`src/rtl/mdu_seq.sv`:
```
// Iterative MULT/MULTU/DIV/DIVU sequencer: shift-add multiply, restoring divide, one HI/LO write pulse.
// Optional MDU_EARLY_OUT_EN: multiply stops once the remaining multiplier bits are all zero.
module mdu_seq #(
   parameter int unsigned WIDTH = 32
) (
   input  logic             clk,
   input  logic             rst,
   input  logic             start,
   input  logic [1:0]       op,
   input  logic [WIDTH-1:0] a,
   input  logic [WIDTH-1:0] b,
   output logic             stall,
   output logic             busy,
   output logic             done,
   output logic             hilo_we,
   output logic [WIDTH-1:0] hi,
   output logic [WIDTH-1:0] lo
);

   localparam int unsigned CW  = $clog2(WIDTH + 1);
   localparam int unsigned PW  = 2 * WIDTH;
   localparam int unsigned MSB = WIDTH - 1;

   localparam logic [1:0] S_IDLE = 2'd0;
   localparam logic [1:0] S_CALC = 2'd1;
   localparam logic [1:0] S_DONE = 2'd2;

   logic [1:0]       state_q, state_d;
   logic [CW-1:0]    cnt_q, cnt_d;
   logic [WIDTH:0]   acc_q, acc_d;
   logic [WIDTH-1:0] plo_q, plo_d;
   logic [WIDTH-1:0] opd_q, opd_d;
   logic             div_q, div_d;
   logic             sgn_p_q, sgn_p_d;
   logic             sgn_r_q, sgn_r_d;
   logic             busy_q, busy_d;
   logic             done_q, done_d;
   logic [WIDTH-1:0] hi_q, hi_d;
   logic [WIDTH-1:0] lo_q, lo_d;

   // request decode and operand magnitudes
   logic             signed_op, div_op, div0;
   logic [WIDTH-1:0] a_mag, b_mag;

   assign signed_op = ~op[0];
   assign div_op    = op[1];
   assign div0      = div_op & (b == '0);
   assign a_mag     = (signed_op & a[MSB]) ? (~a + WIDTH'(1)) : a;
   assign b_mag     = (signed_op & b[MSB]) ? (~b + WIDTH'(1)) : b;

   // one multiply step: conditional add into the upper accumulator, then shift right
   logic [WIDTH:0]   acc_add;
   logic [PW:0]      mul_sh;
   logic [WIDTH:0]   mul_acc_n;
   logic [WIDTH-1:0] mul_plo_n;

   assign acc_add   = plo_q[0] ? (acc_q + {1'b0, opd_q}) : acc_q;
   assign mul_sh    = {acc_add, plo_q} >> 1;
   assign mul_acc_n = mul_sh[PW:WIDTH];
   assign mul_plo_n = mul_sh[WIDTH-1:0];

   // one divide step: shift remainder/quotient left, subtract when it fits
   logic [WIDTH:0]   rem_sh;
   logic             rem_ge;
   logic [WIDTH:0]   div_acc_n;
   logic [WIDTH-1:0] div_plo_n;

   assign rem_sh    = {acc_q[WIDTH-1:0], plo_q[MSB]};
   assign rem_ge    = rem_sh >= {1'b0, opd_q};
   assign div_acc_n = rem_ge ? (rem_sh - {1'b0, opd_q}) : rem_sh;
   assign div_plo_n = {plo_q[WIDTH-2:0], rem_ge};

   logic [CW-1:0] cnt_inc;
   logic          mul_last;
   logic          last;
   logic [PW-1:0] prod;

   assign cnt_inc = cnt_q + CW'(1);

`ifdef MDU_EARLY_OUT_EN
   // low WIDTH-cnt_inc bits of the shifted register are the multiplier bits still to consume
   assign mul_last = ~div_q & ((mul_plo_n << cnt_inc) == '0);
   assign prod     = {mul_acc_n[WIDTH-1:0], mul_plo_n} >> (CW'(WIDTH) - cnt_inc);
`else
   assign mul_last = 1'b0;
   assign prod     = {mul_acc_n[WIDTH-1:0], mul_plo_n};
`endif

   assign last = (cnt_inc == CW'(WIDTH)) | mul_last;

   // sign-corrected results
   logic [PW-1:0]    prod_fix;
   logic [WIDTH-1:0] quo_fix, rem_fix;

   assign prod_fix = sgn_p_q ? (~prod + PW'(1)) : prod;
   assign quo_fix  = sgn_p_q ? (~div_plo_n + WIDTH'(1)) : div_plo_n;
   assign rem_fix  = sgn_r_q ? (~div_acc_n[WIDTH-1:0] + WIDTH'(1)) : div_acc_n[WIDTH-1:0];

   // next-state and output logic
   always_comb begin
      state_d = state_q;
      cnt_d   = cnt_q;
      acc_d   = acc_q;
      plo_d   = plo_q;
      opd_d   = opd_q;
      div_d   = div_q;
      sgn_p_d = sgn_p_q;
      sgn_r_d = sgn_r_q;
      busy_d  = 1'b0;
      done_d  = 1'b0;
      hi_d    = hi_q;
      lo_d    = lo_q;
      case (state_q)
         S_IDLE: begin
            if (start) begin
               if (div0) begin
                  state_d = S_DONE;
                  done_d  = 1'b1;
                  hi_d    = a;
                  lo_d    = '1;
               end else begin
                  state_d = S_CALC;
                  busy_d  = 1'b1;
                  cnt_d   = '0;
                  acc_d   = '0;
                  div_d   = div_op;
                  opd_d   = div_op ? b_mag : a_mag;
                  plo_d   = div_op ? a_mag : b_mag;
                  sgn_p_d = signed_op & (a[MSB] ^ b[MSB]);
                  sgn_r_d = signed_op & div_op & a[MSB];
               end
            end
         end
         S_CALC: begin
            cnt_d = cnt_inc;
            acc_d = div_q ? div_acc_n : mul_acc_n;
            plo_d = div_q ? div_plo_n : mul_plo_n;
            if (last) begin
               state_d = S_DONE;
               done_d  = 1'b1;
               if (div_q) begin
                  hi_d = rem_fix;
                  lo_d = quo_fix;
               end else begin
                  hi_d = prod_fix[PW-1:WIDTH];
                  lo_d = prod_fix[WIDTH-1:0];
               end
            end else begin
               busy_d = 1'b1;
            end
         end
         S_DONE:  state_d = S_IDLE;
         default: state_d = S_IDLE;
      endcase
   end

   always_ff @(posedge clk) begin
      if (!rst) begin
         state_q <= S_IDLE;
         cnt_q   <= '0;
         acc_q   <= '0;
         plo_q   <= '0;
         opd_q   <= '0;
         div_q   <= 1'b0;
         sgn_p_q <= 1'b0;
         sgn_r_q <= 1'b0;
         busy_q  <= 1'b0;
         done_q  <= 1'b0;
         hi_q    <= '0;
         lo_q    <= '0;
      end else begin
         state_q <= state_d;
         cnt_q   <= cnt_d;
         acc_q   <= acc_d;
         plo_q   <= plo_d;
         opd_q   <= opd_d;
         div_q   <= div_d;
         sgn_p_q <= sgn_p_d;
         sgn_r_q <= sgn_r_d;
         busy_q  <= busy_d;
         done_q  <= done_d;
         hi_q    <= hi_d;
         lo_q    <= lo_d;
      end
   end

   // stall covers the accepting IDLE cycle combinationally, released in DONE
   assign stall   = (state_q == S_CALC) | ((state_q == S_IDLE) & start);
   assign busy    = busy_q;
   assign done    = done_q;
   assign hilo_we = done_q;
   assign hi      = hi_q;
   assign lo      = lo_q;

endmodule

```
`config.mk`:
```
export PLATFORM = sky130hd
export DESIGN_NAME = mdu_seq
export DESIGN_NICKNAME = d
export VERILOG_FILES = /design/src/rtl/mdu_seq.sv
export SDC_FILE = /design/constraint.sdc
export NUM_CORES = 1
export LEC_CHECK = 0
export CAP_MARGIN = 10
export CORE_MARGIN = 1
export CORE_UTILIZATION = 35
export CTS_CLUSTER_DIAMETER = 60
export DETAILED_ROUTE_END_ITERATION = 8
export GPL_TIMING_DRIVEN = 0
export SLEW_MARGIN = 20
export SYNTH_ARGS = -nofsm -noshare
export SYNTH_HDL_FRONTEND = slang
export SYNTH_SLANG_ARGS = --single-unit
```
`constraint.sdc`:
```
create_clock -name clk -period 5.15 [get_ports clk]
set_clock_uncertainty 0.2 [all_clocks]
set_input_delay 0.515 -clock clk [delete_from_list [all_inputs] [get_ports clk]]
set_output_delay 0.515 -clock clk [all_outputs]
set_load 0.1 [all_outputs]
```
==> flow_summary_export.csv, run 1 <==
group,metric,value,unit
place,dpl_cell_area,0.0196,mm2
clock_tree,cts_hold_buf,0,
clock_tree,cts_buffers,17,
logic_synthesis,syn_nets,2647,
worst_setup_path,critical_path.startpoint_type,"flop",
clock_tree,clock_latency,0.47,ns
pwr,swShare,42.3,%
logic_synthesis,ys_types,83,
run,cap_viol_max_count,0,
cells_and_area,finalInstanceArea,0.0212,mm2
logic_synthesis,async_flop_share,0,%
cells_and_area,layout_common_cells,"nand2_1, nor2_1, a21oi_1",
logic_synthesis,synth.yosys.seq_area_share,20.1,%
worst_setup_path,worst-r2r-cell-count,11,
min_path,min_to,"hi[4]",
sta,finalCritPeriodShare,103,%
global_routing,grt_pass1_wl,133000,um
logic_synthesis,netlist_instances,2506,
worst_setup_path,crit_chain,"clkbuf_1 -> clkbuf_1 -> buf_1 -> clkbuf_1 -> clkbuf_1 -> clkdlybuf4s15_2 -> mux2i_1 -> xnor2_1 -> o211ai_1 -> o211ai_1 -> a21oi_1",
route,avgRoutedWirePerCell,27.9,um
floorplan,fp-row-count,81,
logic_synthesis,synth-edff-count,0,
place,numPortBuffers,135,
worst_setup_path,slowest_delay,0.73,ns
pwr,ir_worst_vdd,238,uV
route,first_iter_violations,2851,
clock_tree,htreeDepth,4,
place,dp_hpwl,73700,um
clock_tree,path_clk_slew,0.07,ns
logic_synthesis,ys_ff_latch,174,
worst_setup_path,r2r_start,"plo_q[0]",
worst_setup_path,slowest_stage,"clkbuf_1",
worst_setup_path,endpoint_kind,"flop",
logic_synthesis,synth.cell_area,0.0174,mm2
global_routing,grt_pass1_vias,19400,
route,drt.antenna.violating_nets,0,
place,pre_cts_ws,-2.42,ns
route,dr.pass1.iters,6,
worst_setup_path,path_class,"flop to flop",
pwr,comb_power_share,43.8,%
worst_setup_path,cpMostUsedCell,"clkbuf_1",
pwr,internal_power,3.13,mW
logic_synthesis,yosys_warnings,0,
global_routing,grt_max_degree,17,
pwr,p_seq_share,27.6,%
status,violations,"setup timing",
global_routing,grt_overflow,0,
sta,slew_headroom,18.5,%
worst_setup_path,crit_arrival,5.51,ns
min_path,hold_class,"flop to flop",
clock_tree,cts_tree,"yes",
pwr,p_leak,7.54,nW
cells_and_area,final_common_cell,"nand2_1",
clock_tree,root_buffer,"clkbuf_16",
floorplan,fp.dieArea,0.0505,mm2
pwr,clock_power_share,28.6,%
global_routing,grt_usage,36.0,%
worst_setup_path,cp.required,5.35,ns
worst_setup_path,r2r_end,"hi[0]",
clock_tree,clk_path_buf_depth,2,
sta,finalSetupViolCount,2,
sta,setup_ws,-0.158,ns
logic_synthesis,syn_avg_cell_area,6.92,um2
sta,tightest_slew,1.22,ns
floorplan,fp.dieW,225,um
route,post-route-drc-count,0,
clock_tree,cts_sinks,174,
logic_synthesis,synthFlopType,"dfxtp_1",
route,wl,93500,um
cells_and_area,utilization,43.3,%
sta,period_minus_slack,5.31,ns
route,vias,21500,
route,vias_per_cell,6.41,
pwr,power_density,256,mW/mm2
pwr,finalPower,5.43,mW
sta,rsz0062_at_grt,"true",
place,gp_congestion,1.01,
status,status,"finished, violations left",
sta,hold_violations,0,
global_routing,antenna_found_initial,6,
sta,slew_violations,0,
min_path,hold_start,"hi[4]",
worst_setup_path,path_max_fanout,10,
cells_and_area,drive_above_1_share,9.96,%
cells_and_area,fillers,5029,
floorplan,dieHeight,225,um
floorplan,ioPinCount,137,
min_path,hold_path_depth,2,
cells_and_area,area_growth,22.2,%
floorplan,start_util,35.4,%
worst_setup_path,r2r_slack,-0.16,ns
cells_and_area,nets,2818,
sta,fmax,188,MHz
floorplan,core,0.0490,mm2
pwr,p_switching,2.30,mW
## per-stage QoR
| step | TNS, ns | cells | hold WS, ns |
|---|---|---|---|
| 2_1_floorplan | 0 | 2506 | 0.249 |
| 3_3_place_gp | -75.39 | 3305 | 0.251 |
| 3_5_place_dp | -84.18 | 3306 | 0.244 |
| 4_1_cts | -0.205 | 3338 | 0.262 |
| 5_1_grt | -0.430 | 3354 | 0.281 |
| 6_report | -0.239 | 3355 | 0.262 |
## cell families after synthesis
group / Yosys count / synth area share, %
multiplexers: 79 / 4.72
AO/OA/AOI/OAI: 846 / 31.5
AND/OR/NAND/NOR: 888 / 23.7
adder cells (fa/ha/maj): 72 / 5.28
flip-flops: 174 / 20.1
buffers and inverters: 277 / 6.11
XOR/XNOR: 170 / 8.58
## sequential cells by signal, summed over array words and instances (netlist names)
register  flops
opd_q        32
lo           32
sgn_p_q       1
cnt_q         6
busy          1
div_q         1
done          1
state_q       2
acc_q        33
plo_q        32
sgn_r_q       1
hi           32
## routing by layer
metal  wire length (um)  global-route usage, %  vias up  part of all wire (%)
met2              38100                   52.1     1353                    41
met5                 35                      0        -                 0.037
li1                   -                      -     9556                     -
met1              38900                   48.7    10300                    42
met3              11400                   10.0      255                    12
met4               5070                   17.4        6                   5.4
## repair_timing
item	4_1_cts	5_1_grt
buffers inserted	9	17
resized for setup	152	78
setup endpoints to repair	81	57
pin swaps	9	20
## Yosys cell counts, types with 9 or more instances
| cell type | count | share of area (%) |
|---|---|---|
| nand2_1 | 274 | 5.9 |
| nor2_1 | 267 | 5.8 |
| a21oi_1 | 217 | 6.3 |
| o21ai_0 | 190 | 5.5 |
| dfxtp_1 | 174 | 20 |
| clkbuf_1 | 161 | 3.5 |
| a211oi_1 | 112 | 4.8 |
| xnor2_1 | 89 | 4.5 |
| inv_1 | 82 | 1.8 |
| nor3_1 | 82 | 2.4 |
| xor2_1 | 81 | 4.1 |
| ha_1 | 70 | 5.0 |
| o211ai_1 | 66 | 2.9 |
| mux2i_1 | 65 | 3.7 |
| nand3_1 | 59 | 1.7 |
| or3_1 | 42 | 1.5 |
| o31ai_1 | 29 | 1.3 |
| a31oi_1 | 26 | 0.94 |
| nor4_1 | 25 | 0.90 |
| nand4_1 | 24 | 0.87 |
| buf_1 | 23 | 0.50 |
| o21a_1 | 21 | 0.91 |
| a21o_1 | 19 | 0.82 |
| nor2b_1 | 16 | 0.58 |
| or4_1 | 16 | 0.69 |
| a22oi_1 | 15 | 0.65 |
| and3_1 | 15 | 0.54 |
| and2_1 | 13 | 0.47 |
| mux2_2 | 13 | 0.84 |
| nand2b_1 | 13 | 0.47 |
| o21bai_1 | 13 | 0.56 |
| o221ai_1 | 13 | 0.66 |
| or2_2 | 12 | 0.43 |
| a311oi_1 | 10 | 0.50 |
| o41ai_1 | 10 | 0.50 |
| o311ai_0 | 9 | 0.45 |
## cell type report
class                   instances  area (um2)  area share, %
flip-flops and latches        174        3600           17.0
clock inverters                13         234           1.10
multi-input cells            2055       13400           63.2
inverters                      86         329           1.55
clock buffers                  19         443           2.09
diodes                          1        2.50         0.0118
plain buffers                 181         801           3.78
repair buffers                162        1550           7.31
well taps                     664         831           3.92
## power by group through the flow
stage	sequential, mW	combinational, mW	clock [mW]
after CTS	1.49	2.18	1.54
after floorplan	1.47	1.32	0
after detailed placement	1.52	2.05	0
final	1.50	2.38	1.55
after global placement	1.52	2.03	0
after global routing	1.50	2.49	1.60
## how the worst max path moves through the flow
stage               endpoint  slack [ns]  depth (start not counted)  startpoint
finish                 hi[0]       -0.16                         11    plo_q[0]
floorplan             hi[28]        0.01                         22    opd_q[6]
CTS                   hi[24]       -0.10                         23    opd_q[8]
detailed placement    hi[24]       -2.42                         23   opd_q[23]
global route          hi[28]       -0.15                         21   opd_q[18]
global placement      hi[24]       -2.40                         23   opd_q[23]
## worst max-delay path: cells and delay by family, from the launching register on
| kind | cells | cell delay (ns) |
|---|---|---|
| flip-flops | 1 | 0.39 |
| multiplexers | 1 | 0.35 |
| buffers and inverters | 6 | 3.46 |
| XOR/XNOR | 1 | 0.12 |
| AO/OA/AOI/OAI | 3 | 0.70 |
(Power assumes the default switching activity.)
==> inputs of run 2 (changes only) <==
DONT_BUFFER_PORTS = 1   (was unset)
==> run 2 against run 1 <==
  * The flow still finishes with violations (setup timing)
  * Register-to-register slack improved by 0.12 ns
  * Largest power group unchanged
  * Die area did not move
  * Maximum frequency rose by 2.4%
  * Flip-flop and latch count did not move
  * Largest cell class unchanged
  * Worst hold slack got worse by 0.25 ns
  * Wire length rose by 1.6%
  * Cell count fell by 3.8%
  * Via count fell by 2.8%
==> flow_summary_export.csv, run 2 (synthesis results as in run 1) <==
group,metric,value,unit
global_routing,grt_max_degree,18,
clock_tree,path_clk_slew,0.08,ns
floorplan,fp.dieArea,0.0505,mm2
floorplan,ioPinCount,137,
clock_tree,clk_path_buf_depth,2,
route,wl,94900,um
global_routing,grt_overflow,0,
route,post-route-drc-count,0,
cells_and_area,drive_above_1_share,11.4,%
route,drt.antenna.violating_nets,0,
cells_and_area,final_common_cell,"nand2_1",
floorplan,fp.dieW,225,um
worst_setup_path,endpoint_kind,"flop",
floorplan,dieHeight,225,um
route,vias_per_cell,6.47,
worst_setup_path,path_class,"flop to flop",
cells_and_area,area_growth,15.0,%
worst_setup_path,r2r_slack,-0.03,ns
status,status,"finished, violations left",
pwr,finalPower,5.25,mW
pwr,ir_worst_vdd,250,uV
global_routing,grt_pass1_vias,19300,
status,violations,"setup timing",
floorplan,fp-row-count,81,
worst_setup_path,slowest_stage,"or4_4",
worst_setup_path,slowest_delay,0.49,ns
floorplan,start_util,35.4,%
place,post-place-cells,3171,
cells_and_area,finalInstanceArea,0.0200,mm2
clock_tree,htreeDepth,4,
sta,hold_violations,0,
clock_tree,cts_buffers,17,
min_path,hold_class,"primary input to flop",
floorplan,core,0.0490,mm2
worst_setup_path,cp.required,5.30,ns
sta,rsz0062_at_grt,"true",
global_routing,grt_usage,36.6,%
cells_and_area,nets,2691,
global_routing,antenna_found_initial,6,
sta,fmax,193,MHz
route,first_iter_violations,2766,
sta,period_minus_slack,5.18,ns
worst_setup_path,cp_top_family,"simple AND/OR/NAND/NOR gates",
clock_tree,root_buffer,"clkbuf_16",
route,vias,20900,
worst_setup_path,crit_buf_inv,4,
worst_setup_path,critical_path.startpoint_type,"flop",
worst_setup_path,crit_chain,"clkinvlp_4 -> ha_4 -> nand4_1 -> nor4_4 -> nand4_1 -> o211ai_1 -> or3_4 -> buf_12 -> buf_12 -> mux2i_4 -> ha_4 -> inv_4 -> nor4_4 -> a31o_4 -> o2111ai_4 -> or4_4 -> a21oi_2 -> nor3_2 -> a211oi_2 -> o2bb2ai_1",
sta,finalSetupViolCount,1,
clock_tree,clock_latency,0.47,ns
cells_and_area,final_cells,3229,
worst_setup_path,crit_start,"plo_q[31]",
worst_setup_path,critical_path_cell_count,20,
pwr,p_leak,7.10,nW
sta,slew_headroom,20.8,%
global_routing,grt_pass1_wl,134000,um
clock_tree,cts_tree,"yes",
pwr,power_density,263,mW/mm2
cells_and_area,layout_common_cells,"nand2_1, nor2_1, a21oi_1",
clock_tree,cts_hold_buf,0,
worst_setup_path,r2r_end,"hi[24]",
run,cap_viol_max_count,0,
place,dpl_cell_area,0.0182,mm2
worst_setup_path,critical_path.endpoint,"hi[24]",
cells_and_area,fillers,5172,
cells_and_area,regMostFlops,"acc_q",
route,avgRoutedWirePerCell,29.4,um
sta,tightest_slew,1.19,ns
worst_setup_path,crit_arrival,5.34,ns
worst_setup_path,worst-r2r-cell-count,20,
worst_setup_path,r2r_start,"plo_q[31]",
sta,finalCritPeriodShare,101,%
worst_setup_path,path_max_fanout,7,
route,dr.pass1.iters,6,
sta,slew_violations,0,
place,numPortBuffers,0,
clock_tree,cts_sinks,174,
cells_and_area,largest_reg_flops,33,
place,dp_hpwl,74900,um
place,gp_congestion,1.01,
place,pre_cts_ws,-2.71,ns
sta,setup_ws,-0.0333,ns
run 2: changes by cell type in the layout (fill, tap and decap cells not counted), sizes merged:
cell           change
clkdlybuf4s50    -135
buf               +17
clkbuf            -11
inv                +7
bufinv             -4
clkinvlp           -3
clkinv             +2
diode              +1
run 2: layer usage:
metal,share of wire (%),vias up,global-route usage [%]
met5,0.052,-,0
met4,4.8,8,15.8
met3,12,235,10.9
met2,41,1318,53.1
met1,42,10100,49.8
li1,-,9292,-
run 2: repair_timing:
action,4_1_cts,5_1_grt
setup buffers,18,22
gates resized for setup,172,80
setup endpoints to repair,85,35
pin swaps,18,27
run 2: worst min-delay path by stage:
stage,cells past startpoint,start,end
detailed placement,2,cnt_q[1],cnt_q[1]
floorplan,2,opd_q[18],opd_q[18]
global placement,1,cnt_q[4],cnt_q[4]
CTS,2,a[11],hi[11]
global route,2,a[7],hi[7]
finish,2,a[7],hi[7]
run 2: layout make-up:
cell class / count / area, um2 / share of cell area (%)
Clock inverter: 15 / 174 / 0.872
Tap cell: 664 / 831 / 4.16
Multi-Input combinational cell: 2055 / 13500 / 67.8
Sequential cell: 174 / 3600 / 18.1
Inverter: 86 / 329 / 1.65
Timing Repair Buffer: 41 / 308 / 1.54
Antenna cell: 2 / 5.00 / 0.0251
Buffer: 175 / 749 / 3.76
Clock buffer: 17 / 425 / 2.13
run 2: power by group:
part / switching, mW / internal [mW]
clock network: 0.660 / 0.734
registers: 0.113 / 1.40
logic: 1.55 / 0.786
total: 2.32 / 2.92
run 2: through the flow:
step / util, % / hold slack (ns) / setup TNS (ns)
2_1_floorplan: - / 0.249 / 0
3_3_place_gp: 37.2 / 0.274 / -77.94
3_5_place_dp: 37.2 / 0.281 / -78.47
4_1_cts: 39.9 / 0.00910 / 0
5_1_grt: 40.8 / 0.0208 / -0.217
6_report: 40.8 / 0.0103 / -0.0333
run 2: worst register-to-register path, cell delays in order (launching register included):
cell and delay (ns):
dfxtp_4 0.39, clkinvlp_4 0.14, ha_4 0.33, nand4_1 0.19
nor4_4 0.28, nand4_1 0.21, o211ai_1 0.31, or3_4 0.29
buf_12 0.13, buf_12 0.13, mux2i_4 0.30, ha_4 0.21
inv_4 0.06, nor4_4 0.32, a31o_4 0.24, o2111ai_4 0.20
or4_4 0.50, a21oi_2 0.16, nor3_2 0.06, a211oi_2 0.32
o2bb2ai_1 0.11
==> inputs of run 3 (changes only) <==
CAP_MARGIN = 20   (was 10)
==> run 3 against run 2 <==
  * The run now ends clean
  * Setup slack better by 0.047 ns
  * Clock power about the same
  * Non-clock buffer count up 1
  * Register-to-register slack better by 0.05 ns
  * Critical path depth unchanged
  * Worst hold slack better by 0.0022 ns
  * Combinational power about the same
  * Core utilization about the same
  * Critical path type unchanged
  * Critical endpoint unchanged
  * Largest cell class unchanged
==> flow_summary_export.csv, run 3 (synthesis results as in run 1) <==
group,metric,value,unit
global_routing,antenna_found_initial,6,
route,avgRoutedWirePerCell,29.4,um
pwr,ir_worst_vdd,250,uV
place,dp_hpwl,74900,um
route,dr.pass1.iters,7,
floorplan,ioPinCount,137,
clock_tree,htreeDepth,4,
floorplan,core,0.0490,mm2
clock_tree,cts_tree,"yes",
pwr,power_density,263,mW/mm2
global_routing,grt_usage,36.6,%
worst_setup_path,worst-r2r-cell-count,20,
sta,tightest_slew,1.15,ns
sta,setup_tns,0,ns
sta,finalSetupViolCount,0,
route,wl,94900,um
cells_and_area,final_cells,3230,
cells_and_area,final_common_cell,"nand2_1",
worst_setup_path,path_max_fanout,7,
place,numPortBuffers,0,
clock_tree,root_buffer,"clkbuf_16",
floorplan,start_util,35.4,%
global_routing,grt_max_degree,18,
sta,slew_violations,0,
clock_tree,clk_path_buf_depth,2,
route,vias_per_cell,6.50,
cells_and_area,drive_above_1_share,11.4,%
worst_setup_path,path_class,"flop to flop",
pwr,p_leak,7.11,nW
sta,fmax,195,MHz
min_path,hold_class,"primary input to flop",
sta,hold_violations,0,
sta,slew_headroom,23.3,%
worst_setup_path,crit_arrival,5.29,ns
sta,finalCritPeriodShare,99.7,%
run,cap_viol_max_count,0,
sta,period_minus_slack,5.14,ns
worst_setup_path,critical_path.startpoint_type,"flop",
worst_setup_path,endpoint_kind,"flop",
place,gp_congestion,1.01,
clock_tree,clock_latency,0.47,ns
cells_and_area,layout_common_cells,"nand2_1, nor2_1, a21oi_1",
global_routing,grt_pass1_vias,19300,
global_routing,grt_overflow,0,
cells_and_area,utilization,40.8,%
worst_setup_path,cp.required,5.30,ns
place,post-place-cells,3171,
route,post-route-drc-count,0,
floorplan,dieHeight,225,um
floorplan,fp.dieArea,0.0505,mm2
cells_and_area,regMostFlops,"acc_q",
route,vias,21000,
route,first_iter_violations,2804,
sta,hold_ws,0.0125,ns
cells_and_area,area_growth,15.1,%
sta,rsz0062_at_grt,"true",
route,drt.antenna.violating_nets,0,
clock_tree,path_clk_slew,0.08,ns
global_routing,grt_pass1_wl,134000,um
cells_and_area,nets,2692,
clock_tree,cts_buffers,17,
floorplan,fp.dieW,225,um
cells_and_area,largest_reg_flops,33,
clock_tree,cts_sinks,174,
clock_tree,cts_hold_buf,0,
floorplan,fp-row-count,81,
status,status,"finished clean",
min_path,hold_path_depth,2,
-- run 3: cell count changes in the layout (fill, tap and decap cells not counted) --
cell and delta:
buf_8 +1
-- run 3: cell type report --
type,count,area [um2]
antenna,2,5.00
buffer,175,749
clock buffer,17,425
clock inverter,15,174
fill,5171,29000
inverter,86,329
multi-input combinational,2055,13500
sequential,174,3600
tap,664,831
timing repair buffer,42,323
-- run 3: routing by layer --
layer  up-vias  wire (um)  global-route usage [%]
li1       9308          -                       -
met1     10200      39900                    49.8
met2      1291      39100                    53.1
met3       230      11400                    10.9
met4         8       4460                    15.8
met5         -         56                       0
-- run 3: worst max-delay path, stage by stage, from the launching register on --
cell and delay [ns]:
dfxtp_4 0.38, clkinvlp_4 0.14, ha_4 0.32, nand4_1 0.19, nor4_4 0.29, nand4_1 0.21
o211ai_1 0.29, or3_4 0.28, buf_12 0.12, buf_12 0.13, mux2i_4 0.29, ha_4 0.21
inv_4 0.05, nor4_4 0.32, a31o_4 0.24, o2111ai_4 0.18, or4_4 0.49, a21oi_2 0.16
nor3_2 0.06, a211oi_2 0.32, o2bb2ai_1 0.11
-- run 3: repair_timing --
item | CTS | global route
buffers inserted | 18 | 22
pin swaps | 18 | 27
endpoints found under the setup margin | 85 | 34
resized for setup | 172 | 80
-- run 3: worst paths after layout --
path | to | slack, ns | start
setup / recovery | hi[24] | 0.01 | plo_q[31]
hold / removal | hi[7] | 0.01 | a[7]
setup reg to reg | hi[24] | 0.01 | plo_q[31]
hold reg to reg | cnt_q[1] | 0.29 | cnt_q[1]
-- run 3: report_power, final --
part / internal [mW] / total [mW] / leakage [nW] / switching, mW
Clock: 0.734 / 1.39 / 0.299 / 0.660
Combinational: 0.787 / 2.34 / 5.36 / 1.55
Sequential: 1.40 / 1.52 / 1.44 / 0.113
Total: 2.92 / 5.25 / 7.11 / 2.33
-- run 3: metrics by stage --
| stage | power, mW | area, um2 | setup slack (ns) |
|---|---|---|---|
| 2_1_floorplan | 2.79 | 17400 | 0.0119 |
| 3_3_place_gp | 3.48 | 18200 | -2.75 |
| 3_5_place_dp | 3.50 | 18200 | -2.71 |
| 4_1_cts | 5.06 | 19500 | 0.000448 |
| 5_1_grt | 5.41 | 20000 | -0.0890 |
| 6_report | 5.25 | 20000 | 0.0134 |
